`config.mk`:
```
export PLATFORM = sky130hd
export DESIGN_NAME = banco_registradores_param
export DESIGN_NICKNAME = d
export VERILOG_FILES = /design/src/rtl/banco_registradores_param.sv
export SDC_FILE = /design/constraint.sdc
export NUM_CORES = 1
export LEC_CHECK = 0
export CAP_MARGIN = 20
export CORE_MARGIN = 4
export CORE_UTILIZATION = 63
export DETAILED_ROUTE_END_ITERATION = 10
export PLACE_DENSITY = 0.85
export SLEW_MARGIN = 20
export SYNTH_ARGS = -nofsm -noshare
export SYNTH_HDL_FRONTEND = slang
export SYNTH_SLANG_ARGS = --single-unit
export TNS_END_PERCENT = 50
```
`constraint.sdc`:
```
create_clock -name clock -period 5.2 [get_ports clock]
set_input_delay 0.78 -clock clock [delete_from_list [all_inputs] [get_ports clock]]
set_output_delay 0.78 -clock clock [all_outputs]
set_load 0.01 [all_outputs]
```
`src/rtl/banco_registradores_param.sv`:
```
// -----------------------------------------------------------------------------
// banco_registradores_param
//
// Purpose: parametrised register bank sitting between instruction decode and
// the ALU. It holds 2^N_END registers of LARGURA bits and has one write port
// and two independent registered read ports. The registered one-hot write
// select is exported for debug, and a clear engine zeroes the bank one
// register per cycle.
//
// Parameters:
//   LARGURA   data width of each register and of the data ports
//   N_END     address width (depth = 2^N_END)
//   ZERO_FIXO when 1, register 0 always reads 0 and writes to it are discarded
//
// Ports:
//   clock          in   rising-edge clock
//   resetn         in   asynchronous active-low reset
//   escrita        in   write enable
//   end_escrita    in   write address
//   dado_escrita   in   write data
//   end_leitura_a  in   read address, port A
//   end_leitura_b  in   read address, port B
//   limpar         in   clear request
//   leitura_a      out  registered read data, port A (1-cycle latency)
//   leitura_b      out  registered read data, port B (1-cycle latency)
//   sel_escrita    out  one-cycle one-hot pulse of the last accepted write
//   ocupado        out  high while the clear engine is sweeping
// -----------------------------------------------------------------------------
module banco_registradores_param #(
  parameter int LARGURA   = 16,
  parameter int N_END     = 3,
  parameter int ZERO_FIXO = 0
) (
  input  logic                    clock,
  input  logic                    resetn,
  input  logic                    escrita,
  input  logic [N_END-1:0]        end_escrita,
  input  logic [LARGURA-1:0]      dado_escrita,
  input  logic [N_END-1:0]        end_leitura_a,
  input  logic [N_END-1:0]        end_leitura_b,
  input  logic                    limpar,
  output logic [LARGURA-1:0]      leitura_a,
  output logic [LARGURA-1:0]      leitura_b,
  output logic [(2**N_END)-1:0]   sel_escrita,
  output logic                    ocupado
);

  localparam int PROF = 2 ** N_END;

  typedef enum logic [0:0] {
    OCIOSO   = 1'b0,
    LIMPANDO = 1'b1
  } estado_t;

  estado_t                state_q,     state_d;
  logic [N_END-1:0]       cnt_q,       cnt_d;
  logic [LARGURA-1:0]     mem_q [PROF];
  logic [LARGURA-1:0]     mem_d [PROF];
  logic [LARGURA-1:0]     leitura_a_q, leitura_a_d;
  logic [LARGURA-1:0]     leitura_b_q, leitura_b_d;
  logic [PROF-1:0]        sel_q,       sel_d;
  logic                   ocupado_q,   ocupado_d;
  logic                   wr_ok_s;

  // Read-port value: register 0 is hard-wired to zero when ZERO_FIXO is set
  // (that case wins over the bypass); otherwise a write accepted at the same
  // edge to the same address is forwarded (write-first).
  function automatic logic [LARGURA-1:0] ler(
    input logic [N_END-1:0]   addr,
    input logic               wr_ok,
    input logic [N_END-1:0]   end_w,
    input logic [LARGURA-1:0] dado,
    input logic [LARGURA-1:0] mem_val
  );
    logic [LARGURA-1:0] val;
    if ((ZERO_FIXO != 0) && (addr == {N_END{1'b0}})) begin
      val = {LARGURA{1'b0}};
    end else if (wr_ok && (end_w == addr)) begin
      val = dado;
    end else begin
      val = mem_val;
    end
    return val;
  endfunction

  // Next-state logic: clear engine FSM, bank update, write select and reads.
  always_comb begin
    state_d   = state_q;
    cnt_d     = cnt_q;
    ocupado_d = ocupado_q;
    mem_d     = mem_q;
    sel_d     = {PROF{1'b0}};
    wr_ok_s   = 1'b0;

    case (state_q)
      OCIOSO: begin
        if (limpar) begin
          // Clear has priority; a simultaneous write is dropped.
          state_d   = LIMPANDO;
          cnt_d     = {N_END{1'b0}};
          ocupado_d = 1'b1;
        end else if (escrita) begin
          wr_ok_s            = 1'b1;
          sel_d[end_escrita] = 1'b1;
          // The write still counts as accepted even when the data is
          // discarded for a hard-wired zero register.
          if ((ZERO_FIXO != 0) && (end_escrita == {N_END{1'b0}})) begin
            mem_d = mem_q;
          end else begin
            mem_d[end_escrita] = dado_escrita;
          end
        end else begin
          state_d = OCIOSO;
        end
      end
      LIMPANDO: begin
        mem_d[cnt_q] = {LARGURA{1'b0}};
        if (&cnt_q) begin
          state_d   = OCIOSO;
          cnt_d     = {N_END{1'b0}};
          ocupado_d = 1'b0;
        end else begin
          cnt_d = cnt_q + N_END'(1'b1);
        end
      end
      default: begin
        state_d   = OCIOSO;
        cnt_d     = {N_END{1'b0}};
        ocupado_d = 1'b0;
      end
    endcase

    // Reads use pre-edge contents, so a register being cleared this edge
    // still shows its old value.
    leitura_a_d = ler(end_leitura_a, wr_ok_s, end_escrita, dado_escrita,
                      mem_q[end_leitura_a]);
    leitura_b_d = ler(end_leitura_b, wr_ok_s, end_escrita, dado_escrita,
                      mem_q[end_leitura_b]);
  end

  // State, bank and output registers with asynchronous active-low reset.
  always_ff @(posedge clock or negedge resetn) begin
    if (!resetn) begin
      state_q     <= OCIOSO;
      cnt_q       <= {N_END{1'b0}};
      ocupado_q   <= 1'b0;
      sel_q       <= {PROF{1'b0}};
      leitura_a_q <= {LARGURA{1'b0}};
      leitura_b_q <= {LARGURA{1'b0}};
      for (int i = 0; i < PROF; i++) begin
        mem_q[i] <= {LARGURA{1'b0}};
      end
    end else begin
      state_q     <= state_d;
      cnt_q       <= cnt_d;
      ocupado_q   <= ocupado_d;
      sel_q       <= sel_d;
      leitura_a_q <= leitura_a_d;
      leitura_b_q <= leitura_b_d;
      for (int i = 0; i < PROF; i++) begin
        mem_q[i] <= mem_d[i];
      end
    end
  end

  assign leitura_a   = leitura_a_q;
  assign leitura_b   = leitura_b_q;
  assign sel_escrita = sel_q;
  assign ocupado     = ocupado_q;

endmodule

```
==> results of run 1 <==
-- cell usage after synthesis, types with 3 or more instances --
master	count
a21oi_1	7
a22o_1	128
and2_1	4
and4b_1	3
buf_1	16
buf_2	17
buf_4	4
buf_6	11
clkbuf_1	15
dfrtp_1	173
ha_1	3
mux2_2	54
mux2_4	10
mux4_1	59
mux4_2	5
nand2b_1	3
nor2_1	4
nor2_2	3
nor3b_1	3
xnor2_1	6
-- critical path: stages --
cell	delay, ns
clkdlybuf4s50_1	0.53
nor3b_1	0.92
and2_1	0.91
a22o_1	0.29
-- final timing paths --
path	start	end	slack, ns	cells past startpoint
hold / removal	resetn	mem_q[10]	0.35	1
setup / recovery	end_escrita[2]	mem_q[93]	2.11	4
max in group asynchronous	resetn	leitura_a[0]	3.72	2
hold reg to reg	mem_q[40]	mem_q[40]	0.51	1
min in group clock	mem_q[40]	mem_q[40]	0.51	1
setup reg to reg	state_q	mem_q[93]	2.37	3
-- registers in the layout, indices dropped and copies added, names as in the netlist --
register / flops
ocupado: 1
cnt_q: 3
leitura_b: 16
mem_q: 128
leitura_a: 16
sel_escrita: 8
state_q: 1
-- where the power goes --
part	total, mW	internal (mW)	leakage (nW)	switching (mW)
sequential	1.70	1.53	2.39	0.166
combinational	0.894	0.431	2.14	0.463
clock	1.36	0.820	0.300	0.541
total	3.95	2.78	4.84	1.17
-- logic make-up after synthesis --
family	Yosys count	synth area share [%]
flops	173	50.1
compound gates	140	13.8
mux	129	28.1
buf+inv	65	4.20
simple gates	35	2.85
xor+xnor	6	0.608
fa+ha+maj	3	0.434
-- routing by layer --
layer | track usage (%) | part of all wire (%)
met1 | 39.6 | 38
met2 | 46.5 | 49
met3 | 7.63 | 10
met4 | 11.3 | 2.6
met5 | 0 | 0
-- cell type report --
cell class / instances / area, um^2 / area share (%)
flip-flops and latches: 173 / 4330 / 43.4
multi-input cells: 313 / 4020 / 40.3
repair buffers: 80 / 759 / 7.62
clock buffers: 19 / 443 / 4.44
well taps: 176 / 220 / 2.21
clock inverters: 13 / 188 / 1.88
inverters: 2 / 7.51 / 0.0753
==> results.md, run 1 <==
* Library cells used by synthesis at 34
* Area grow syn2layout at 15.3%
* TritonCTS clock tree: yes
* Slew @ Worst Pin at 1.24 ns
* Commonest non-fill, non-tap cell in the layout: dfrtp_1
* Fin nets at 619
* Sink Count at 173
* Post-Route WL at 22,500 um
* Largest net degree at the start of global routing at 70
* Syn Std Cell Area at 8650 um^2
* Post-synth top area cell: dfrtp_1
* Cells taking the most area after synthesis: dfrtp_1, mux4_1, a22o_1
* Crit path kind: input pin to register
* Yosys Warn Count at 0
* CP Max Fanout at 17
* Setup crit start kind: input pin
* Setup Buffers After CTS at 0
* Final setup vio count at 0
* Post-synth net total at 583
* RD Place Congestion at 0.829
* Post-cts sizing count at 0
* Die area at 15,700 um^2
* Die span in x at 125 um
* Non-Filler Cell Area, Final at 9970 um^2
* Maximum clock rate at 324 MHz
* Layout Cells excl Fill at 776
* DR iter-0 viols at 612
* FP Rows at 42
* Async set-reset flop share out of synthesis at 100%
* Root cell of the clock tree: clkbuf_16
* Post-DP HPWL at 12,400 um
* Hold_ws at 0.352 ns
* Antenna Nets Post-Route at 0
* Slew Viols, Final at 0
* CTS H-tree lvls at 4
* Crit. End Element: register
* Starting density of the core at 64.8%
* Hold_buf cts at 0
* PortBufs at 69
* Mean Syn Cell Area at 15.7 um^2
* First-pass DRT Iterations at 5
* Clock-pin slew on the worst setup and hold paths at 0.06 ns
* Placed Cells at 744
* Routed WL per cell at 29.0 um
* Cell area power density at 397 nW/um^2
* Worst setup slack after placement at 1.78 ns
* GR Overflow Total at 0
* Die Ht at 125 um
* Most common flop cell mapped by yosys: dfrtp_1
* Fin crit period at 3.09 ns
* Antenna violations before repair at 0
* Io pins at 70
* Data arrival, critical path at 3.45 ns
* Period Utilization, post-route at 59.4%
* CTS max path bufs at 2
* First-pass GRT wire length at 35,000 um
* Antenna cells at 0
* Vias in the first global route at 6,032
* Layout cells sized above 1 at 21.3%
* Peak supply drop at 0.367 mV
* Yosys reg bits at 173
* DR vias at 5,769
* Post-layout util at 74.7%
* Placed Area at 9300 um^2
* Final Hold Viols at 0
* Vias per inst at 7.43
* Count of flip-flops with a built-in enable after synthesis at 0
* Worst-skew pair later-pin latency at 0.43 ns
* HP Class: input pin to async pin
* Filler Cell Count at 794
* RSZ-0062 raised after global routing: no
* Total power at 3.95 mW
* Highest-count cells in the layout ignoring fill and taps: dfrtp_1, a22o_1, clkdlybuf4s50_1, mux4_1, mux2_2
* Total of max-cap violations at 0
* Status: completed
* Drt drc at 0
* Setup_tns at 0 ns
* Gr usage total at 29.3%
* Post-synth top area share at 50.1%
* Slew HR at 17.7%
* Worst EP required at 5.56 ns
* TritonCTS buffer count at 17
* Leak at 4.84 nW
* Sequential area share after synthesis at 50.1%
* Core area at 13,300 um^2
* Clock Skew at 0.00883 ns
* Final worst slack at 2.11 ns
* Synth Instances at 551
(Power assumes the default switching activity.)
==> run 2: changes to the inputs <==
--- a/config.mk
+++ b/config.mk
@@ -7,9 +7,9 @@
 export LEC_CHECK = 0
 export CAP_MARGIN = 20
 export CORE_MARGIN = 4
-export CORE_UTILIZATION = 63
+export CORE_UTILIZATION = 59
 export DETAILED_ROUTE_END_ITERATION = 10
-export PLACE_DENSITY = 0.85
+export PLACE_DENSITY = 0.81
 export SLEW_MARGIN = 20
 export SYNTH_ARGS = -nofsm -noshare
 export SYNTH_HDL_FRONTEND = slang
==> constraint.sdc (replaced) <==
create_clock -name clock -period 2.94 [get_ports clock]
set_input_delay 0.441 -clock clock [delete_from_list [all_inputs] [get_ports clock]]
set_output_delay 0.441 -clock clock [all_outputs]
set_load 0.01 [all_outputs]
==> run 2 against run 1 <==
Utilization down 2.9 points; critical path depth unchanged; via count up 1.9%; die area up 6.3%; count of clock-buffer cells in the layout up 5; largest cell class unchanged; largest power group unchanged.
==> results.md, run 2 (same netlist as run 1, synthesis figures left out) <==
* Highest-count cells in the layout ignoring fill and taps: dfrtp_1, a22o_1, clkdlybuf4s50_1, mux4_1, mux2_2
* Max reg flops at 128 (unchanged)
* Antenna violations before repair at 0 (unchanged)
* Crit. End Element: register
* CTS max path bufs at 2 (unchanged)
* Post-Route WL at 23,100 um (+2.9%)
* Slew @ Worst Pin at 0.941 ns (-0.294 ns)
* Drt drc at 0 (unchanged)
* Maximum clock rate at 423 MHz
* Total power at 6.96 mW (+76%)
* Clock Skew at 0.00675 ns (-0.00207 ns)
* TritonCTS clock tree: yes
* RSZ-0062 raised after global routing: no
* Sink Count at 173 (unchanged)
* Die area at 16,700 um^2 (+6.3%)
* Layout cells sized above 1 at 22.6% (+1.3 points)
* Clock-pin slew on the worst setup and hold paths at 0.06 ns (about the same)
* CP Max Fanout at 21 (+4)
* Worst EP required at 3.30 ns (-2.26 ns)
* Fin nets at 644 (+4.0%)
* Largest register by flop count: mem_q
* Starting density of the core at 61.4% (-3.4 points)
* Final Hold Viols at 0 (unchanged)
* Die span in x at 129 um (+3.1%)
* CTS H-tree lvls at 4 (unchanged)
* Core area at 14,100 um^2 (+5.6%)
* Leak at 4.97 nW (+2.7%)
* Antenna Nets Post-Route at 0 (unchanged)
* HP Class: register to register
* Data arrival, critical path at 2.73 ns (-0.72 ns)
* Commonest non-fill, non-tap cell in the layout: dfrtp_1
* Cell area power density at 688 nW/um^2 (+73%)
* Post-cts sizing count at 0 (unchanged)
* Crit path kind: register to register
* Final setup vio count at 0 (unchanged)
* Root cell of the clock tree: clkbuf_16
* Setup Buffers After CTS at 0 (unchanged)
* Status: completed
* Antenna cells at 0 (unchanged)
* Setup_tns at 0 ns (unchanged)
* Io pins at 70 (unchanged)
* Hold_buf cts at 1 (+1)
* Peak supply drop at 0.620 mV (+69%)
* First-pass DRT Iterations at 5 (unchanged)
* Slew Viols, Final at 0 (unchanged)
* RD Place Congestion at 0.866 (+4.5%)
* Die Ht at 129 um (+3.1%)
* DR iter-0 viols at 767 (+25%)
* Vias per inst at 7.31 (-1.7%)
* DR vias at 5,877 (+1.9%)
* GR Overflow Total at 0 (unchanged)
* Period Utilization, post-route at 80.3%
* Fin crit period at 2.36 ns
* Hold_ws at 0.505 ns (+0.153 ns)
* Routed WL per cell at 28.8 um (-0.68%)
* Gr usage total at 29.1% (-0.26 points)
* Total of max-cap violations at 0 (unchanged)
* First-pass GRT wire length at 36,300 um (+3.7%)
* Post-DP HPWL at 13,600 um (+9.9%)
* Filler Cell Count at 880 (+11%)
* Slew HR at 37.2% (+20 points)
* Largest net degree at the start of global routing at 61 (-13%)
* Setup crit start kind: register
* PortBufs at 69 (unchanged)
* Vias in the first global route at 6,101 (+1.1%)
* TritonCTS buffer count at 17 (unchanged)
* Area grow syn2layout at 17.1%
* Worst-skew pair later-pin latency at 0.43 ns (about the same)
* FP Rows at 43 (+2.4%)
==> run 2: changes by cell type in the layout (fill, tap and decap cells not counted), moves of 2 or more <==
cell / before / now
buf_4: 11 / 31
a21oi_1: 1 / 7
a21oi_4: 4 / 0
buf_12: 0 / 4
clkbuf_8: 1 / 4
clkinvlp_4: 3 / 0
inv_6: 3 / 0
a21oi_2: 2 / 0
clkbuf_1: 1 / 3
clkinv_2: 2 / 4
nor2_4: 2 / 0
==> run 2: layer usage <==
metal / track usage, % / wire length, um / vias to the layer above
met2: 44.4 / 10900 / 412
li1: - / - / 2358
met4: 8.03 / 478 / 0
met5: 0 / 0 / -
met3: 9.27 / 2480 / 45
met1: 41.1 / 9220 / 3062
==> run 2: worst max-delay path: stages (launching register included) <==
cell     delay (ns)
dfrtp_1        0.71
and3b_1        0.31
a21oi_1        0.73
buf_4          0.36
a22o_1         0.17
==> run 2: final timing paths <==
kind | start | end | slack, ns | depth (start not counted)
max in group asynchronous | resetn | mem_q[74] | 1.57 | 3
min | mem_q[32] | mem_q[32] | 0.50 | 1
min reg2reg | mem_q[32] | mem_q[32] | 0.50 | 1
min in group asynchronous | resetn | mem_q[7] | 0.56 | 2
max reg2reg | state_q | mem_q[33] | 0.58 | 4
max | state_q | mem_q[33] | 0.58 | 4
==> run 2: stage by stage <==
step	setup WS (ns)	utilization, %	cell area (um^2)	instances
finish	0.578	71.8	10100	804
global route	0.486	71.8	10100	804
CTS	0.646	71.8	10100	804
detailed placement	0.257	67.5	9510	772
global placement	0.377	67.5	9510	772
floorplan	0.990	-	8650	551
==> run 2: cell type report <==
cell class / count / area [um^2] / area share [%]
clock buffers: 24 / 492 / 4.86
clock inverters: 7 / 110 / 1.09
inverters: 2 / 7.51 / 0.0741
multi-input cells: 313 / 3960 / 39.1
flip-flops and latches: 173 / 4330 / 42.8
well taps: 180 / 225 / 2.22
repair buffers: 105 / 1000 / 9.92
==> run 2: report_power, final <==
part / internal [mW] / switching [mW] / total [mW] / leakage [nW]
sequential: 2.71 / 0.299 / 3.01 / 2.39
clock: 1.42 / 0.906 / 2.32 / 0.300
combinational: 0.810 / 0.821 / 1.63 / 2.27
total: 4.94 / 2.03 / 6.96 / 4.97
